[src/rtl/if_id_queue_pkg.sv]
// ----------------------------------------------------------------------------
// if_id_queue_pkg
// Shared constants and types for the fetch-to-decode instruction queue.
//   IQ_DEPTH_DEFAULT : default number of queue entries
//   NOP_INSTR        : instruction word presented while the queue is empty
//   RESET_PC         : architectural reset PC of the core
//   iq_entry_t       : one queue entry {pc, instr, misalign}, 65 bits
// ----------------------------------------------------------------------------
package if_id_queue_pkg;

    localparam int          IQ_DEPTH_DEFAULT = 4;
    localparam logic [31:0] NOP_INSTR        = 32'h0000_0013;  // addi x0, x0, 0
    localparam logic [31:0] RESET_PC         = 32'h8000_0000;

    typedef struct packed {
        logic [31:0] pc;
        logic [31:0] instr;
        logic        misalign;
    } iq_entry_t;

    // A fetch PC is misaligned when it is not on a 4-byte boundary.
    function automatic logic pc_misaligned(input logic [31:0] pc);
        return (pc[1:0] != 2'b00);
    endfunction

endpackage

[src/rtl/iq_storage.sv]
// ----------------------------------------------------------------------------
// iq_storage
// DEPTH x 65-bit entry array for the instruction queue. One synchronous
// write port, one asynchronous read port. No reset: stale contents are
// masked by the occupancy count in the parent.
//   clk     : clock
//   wr_en   : write wr_data into slot wr_addr on the rising edge
//   wr_addr : write slot index
//   wr_data : entry to store
//   rd_addr : read slot index
//   rd_data : entry held in slot rd_addr (combinational)
// ----------------------------------------------------------------------------
module iq_storage
    import if_id_queue_pkg::*;
#(
    parameter int DEPTH = IQ_DEPTH_DEFAULT
) (
    input  logic                     clk,
    input  logic                     wr_en,
    input  logic [$clog2(DEPTH)-1:0] wr_addr,
    input  iq_entry_t                wr_data,
    input  logic [$clog2(DEPTH)-1:0] rd_addr,
    output iq_entry_t                rd_data
);

    iq_entry_t mem_reg [DEPTH];

    always_ff @(posedge clk) begin
        if (wr_en) begin
            mem_reg[wr_addr] <= wr_data;
        end
    end

    assign rd_data = mem_reg[rd_addr];

endmodule

[src/rtl/if_id_queue.sv]
// ----------------------------------------------------------------------------
// if_id_queue
// In-order instruction queue between fetch and decode. Entries carry the PC,
// the instruction word and a misalignment flag captured at push time.
//   clk          : clock, rising edge
//   reset        : asynchronous active-low reset
//   in_valid     : fetch presents an instruction
//   in_ready     : queue can accept (not full)
//   in_pc        : PC of presented instruction
//   in_instr     : presented instruction word
//   flush        : redirect, discard all entries (highest priority)
//   out_valid    : head entry valid (not empty)
//   out_ready    : decode consumes the head entry
//   out_pc       : head PC (0 when empty)
//   out_instr    : head instruction (NOP when empty)
//   out_misalign : head PC misaligned (0 when empty)
//   count        : current occupancy
// ----------------------------------------------------------------------------
module if_id_queue
    import if_id_queue_pkg::*;
#(
    parameter int DEPTH = IQ_DEPTH_DEFAULT
) (
    input  logic                     clk,
    input  logic                     reset,
    input  logic                     in_valid,
    output logic                     in_ready,
    input  logic [31:0]              in_pc,
    input  logic [31:0]              in_instr,
    input  logic                     flush,
    output logic                     out_valid,
    input  logic                     out_ready,
    output logic [31:0]              out_pc,
    output logic [31:0]              out_instr,
    output logic                     out_misalign,
    output logic [$clog2(DEPTH):0]   count
);

    localparam int PTR_W = $clog2(DEPTH);
    localparam int CNT_W = PTR_W + 1;

    localparam logic [PTR_W-1:0] PTR_LAST = PTR_W'(DEPTH - 1);
    localparam logic [CNT_W-1:0] CNT_FULL = CNT_W'(DEPTH);

    logic [PTR_W-1:0] wr_ptr_reg, wr_ptr_next;
    logic [PTR_W-1:0] rd_ptr_reg, rd_ptr_next;
    logic [CNT_W-1:0] count_reg,  count_next;

    logic      push;
    logic      pop;
    iq_entry_t wr_entry;
    iq_entry_t head_entry;

    // Handshake flags depend only on registered occupancy, so a pop on a
    // full queue never opens a push slot in the same cycle.
    assign in_ready  = (count_reg != CNT_FULL);
    assign out_valid = (count_reg != '0);

    assign push = in_valid && in_ready  && !flush;
    assign pop  = out_valid && out_ready && !flush;

    assign wr_entry.pc       = in_pc;
    assign wr_entry.instr    = in_instr;
    assign wr_entry.misalign = pc_misaligned(in_pc);

    always_comb begin
        wr_ptr_next = wr_ptr_reg;
        rd_ptr_next = rd_ptr_reg;
        count_next  = count_reg;

        if (flush) begin
            wr_ptr_next = '0;
            rd_ptr_next = '0;
            count_next  = '0;
        end else begin
            if (push) begin
                wr_ptr_next = (wr_ptr_reg == PTR_LAST) ? '0 : wr_ptr_reg + PTR_W'(1);
            end
            if (pop) begin
                rd_ptr_next = (rd_ptr_reg == PTR_LAST) ? '0 : rd_ptr_reg + PTR_W'(1);
            end
            case ({push, pop})
                2'b10:   count_next = count_reg + CNT_W'(1);
                2'b01:   count_next = count_reg - CNT_W'(1);
                default: count_next = count_reg;
            endcase
        end
    end

    always_ff @(posedge clk or negedge reset) begin
        if (!reset) begin
            wr_ptr_reg <= '0;
            rd_ptr_reg <= '0;
            count_reg  <= '0;
        end else begin
            wr_ptr_reg <= wr_ptr_next;
            rd_ptr_reg <= rd_ptr_next;
            count_reg  <= count_next;
        end
    end

    iq_storage #(
        .DEPTH (DEPTH)
    ) u_storage (
        .clk     (clk),
        .wr_en   (push),
        .wr_addr (wr_ptr_reg),
        .wr_data (wr_entry),
        .rd_addr (rd_ptr_reg),
        .rd_data (head_entry)
    );

    // Storage is never read while empty; present a harmless NOP instead.
    assign out_pc       = out_valid ? head_entry.pc       : 32'h0;
    assign out_instr    = out_valid ? head_entry.instr    : NOP_INSTR;
    assign out_misalign = out_valid ? head_entry.misalign : 1'b0;
    assign count        = count_reg;

endmodule

[config.mk]
export PLATFORM = sky130hd
export DESIGN_NAME = if_id_queue
export DESIGN_NICKNAME = d
export VERILOG_FILES = /design/src/rtl/if_id_queue_pkg.sv /design/src/rtl/iq_storage.sv /design/src/rtl/if_id_queue.sv
export SDC_FILE = /design/constraint.sdc
export NUM_CORES = 1
export LEC_CHECK = 0
export CAP_MARGIN = 10
export CELL_PAD_IN_SITES_DETAIL_PLACEMENT = 0
export CELL_PAD_IN_SITES_GLOBAL_PLACEMENT = 1
export CORE_MARGIN = 8
export CORE_UTILIZATION = 30
export DETAILED_ROUTE_END_ITERATION = 10
export PLACE_DENSITY = 0.5
export SLEW_MARGIN = 0
export SYNTH_ARGS = -nofsm -noshare
export SYNTH_HDL_FRONTEND = slang
export SYNTH_HIERARCHICAL = 1
export SYNTH_SLANG_ARGS = --single-unit
[constraint.sdc]
create_clock -name clk -period 15.6 [get_ports clk]
set_input_delay 2.34 -clock clk [delete_from_list [all_inputs] [get_ports clk]]
set_output_delay 2.34 -clock clk [all_outputs]
set_load 0.005 [all_outputs]
==> results.md <==
* Status: completed
* Max_slew headroom at 0.250
* Vias in the first global route at 5610
* Fill cell count at 3183
* Die Y at 203 um
* CP Data Arrival Time at 3500 ps
* Fmax achieved at 0.171 GHz
* EDFF count, synth at 260
* CTS tree: yes
* Area grow syn2layout at 27.6%
* Ys flop type: edfxtp_1
* Pin count of the biggest net entering global routing at 69
* Yosys warning count at 6
* Pre-CTS setup slack at 10200 ps
* Startpoint types: flip-flop
* Final worst-path setup slack at 9760 ps
* GRT Total Usage at 0.110
* DP HPWL at 12900 um
* DR vias at 5073
* Clock tree buffer depth at 3
* Mapped cell area at 10500 um2
* Power density over cell area at 137 nW/um2
* Top cell type's share of synthesized area at 0.745
* Peak supply drop at 0.0862 mV
* Critical path cell sequence: buf_4, mux4_2, and2_1, clkdlybuf4s50_1
* Top post-synthesis cells by area: edfxtp_1 75%, mux4_2 14%, and2_1 2.5%
* Post-placement cell count at 1045
* Max reg flops at 260
* HP Class: flip-flop to flip-flop
* Initial Util at 0.304
* RSZ-0062 raised after global routing: false
* Drt initial violations at 221
* ANT nets after route at 0
* Area leader, netlist: edfxtp_1
* Initial antenna violation count at 0
* Die area at 41200 um2
* Met2 Usage GRT at 0.188
* Post-synthesis cell type count at 37
* Avg Cell Area, Syn at 22.2 um2
* Async SR Flop Fraction at 0.0262
* Critical Path Max Stage Delay at 990 ps
* Period utilisation layout at 0.374
* Row cnt at 68
* Final TNS setup at 0 ps
* Number of CTS-inserted buffers at 31
* Crit path time final at 5840 ps
* Cts repair resizes at 0
* Busiest grt layer: met2
* First drt pass iteration count at 4
* Final Net Count at 693
* Leak at 0.00423 uW
* Clock Sinks at 267
* Setup crit end kind: output port
* Post-Syn Nets at 542
* Final setup fails at 0
* Worst path slowest cell: dfrtp_4
* Grt ovf at 0
* DRC viols at 0
* Ant. Diodes at 0
* Via-per-instance ratio at 4.60
* Clock skew at 27.9 ps
* Register area share after synthesis at 0.762
* Number of max-cap violations at 0
* H-tree Lvls at 1
* Non-Filler Instances at 1103
* Seq cells post-synth at 267
* Final Wtd Congestion at 0.685
* Post-CTS Setup Bufs at 0
* Clk_lat worst skew at 560 ps
* Fin. Hold Viols at 0
* First-pass GRT wire length at 34800 um
* Critical Path RT at 13260 ps
* Core area at 34500 um2
* Crit Path Max Fanout at 38
* Detailed Route WL at 22900 um
* Die Wd at 203 um
* GR Layer Usage met1 at 0.138
* CTS clk-pin slew, worst paths at 60 ps
* CP Class: flip-flop to output port
* PortBufs at 138
* Hold buffers post-CTS at 0
* Post-synthesis cell count at 472
* GR Util met3 at 0.0245
* Root buffer cell: clkbuf_16
* IO Pins at 139
* Max-slew violations at 0
* Per-cell routed wire length at 20.7 um
* Slew of the pin with the lowest slew margin at 1130 ps
* Share of layout cells above drive strength 1 at 0.239
cells in the final DEF, fill, tap and decap left out, types with 3 or more instances in the layout:
master           Yosys  routed
mux4_2              65      65
clkbuf_1             5       3
clkinv_1             0       3
bufinv_16            0       7
dfrtp_1              7       5
nor2_1               7       7
nand3_1              3       3
clkinv_2             0       8
nand2b_1             4       4
and2_4              20      20
edfxtp_1           260     260
clkbuf_16            0      31
buf_4                2       6
clkdlybuf4s50_1      0     138
and2_1              42      42
nand2_1              6       6
xor2_1               6       6
per-layer routing:
layer | part of all wire | vias to the layer above
met4 | 0.020 | 0
met2 | 0.49 | 130
met3 | 0.057 | 35
li1 | - | 2226
met1 | 0.43 | 2682
met5 | 0 | -
worst max-delay path: cells and delay by family (launching register included):
kind | cells | cell delay [ps]
buffers and inverters | 2 | 1140
DFF | 1 | 990
muxes | 1 | 600
and+or+nand+nor | 1 | 180
stage by stage:
| stage | total power, uW | cell area [um2] | utilization | hold WS [ps] |
|---|---|---|---|---|
| global route | 1900 | 13400 | 0.388 | 709 |
| floorplan | 972 | 10500 | - | 519 |
| finish | 1830 | 13400 | 0.388 | 634 |
| detailed placement | 1080 | 12300 | 0.356 | 622 |
| CTS | 1860 | 13400 | 0.388 | 642 |
| global placement | 1080 | 12300 | 0.356 | 608 |
cells in the mapped netlist, types with 5 or more instances:
cell type / number
edfxtp_1: 260
buf_2: 7
and2_1: 42
nor2_1: 7
dfrtp_1: 7
xor2_1: 6
buf_12: 5
and2_4: 20
clkbuf_1: 5
nand2_1: 6
mux4_2: 65
buf_6: 6
layout make-up:
class                      instances  area, um2  area share
clock buffer                      36        815      0.0609
clock inverter                    22        297      0.0222
inverter                           1       3.75    0.000281
multi-input combinational        178       2270       0.170
sequential                       267       7990       0.598
tap                              455        569      0.0426
timing repair buffer             144       1430       0.107
worst paths after layout:
kind,startpoint,end,slack [ps],cells after the start
worst max-delay path,rd_ptr_reg[0],out_pc[0],9760,4
min in group asynchronous,reset,rd_ptr_reg[0],2090,1
worst min-delay path,wr_ptr_reg[1],wr_ptr_reg[1],630,2
worst max register to register,count[0],u_storage/mem_reg[1][21],12830,5
max in group asynchronous,reset,rd_ptr_reg[1],13200,1
worst min register to register,wr_ptr_reg[1],wr_ptr_reg[1],630,2
report_power, final:
part	internal, uW	leakage [uW]	total [uW]	switching, uW
logic	135	0.00124	224	88.9
registers	813	0.00245	835	21.3
clock network	489	0.000546	769	280
total	1440	0.00423	1830	390
cell families after synthesis:
logic type | count (synthesis) | synth area share
AOI/OAI and AO/OA | 11 | 0.00729
xor gates and xnor gates | 6 | 0.00501
adders and majority gates | 1 | 0.00191
buffers and inverters | 27 | 0.0233
DFF | 267 | 0.762
muxes | 65 | 0.140
and+or+nand+nor | 95 | 0.0610
(Power assumes the default switching activity.)
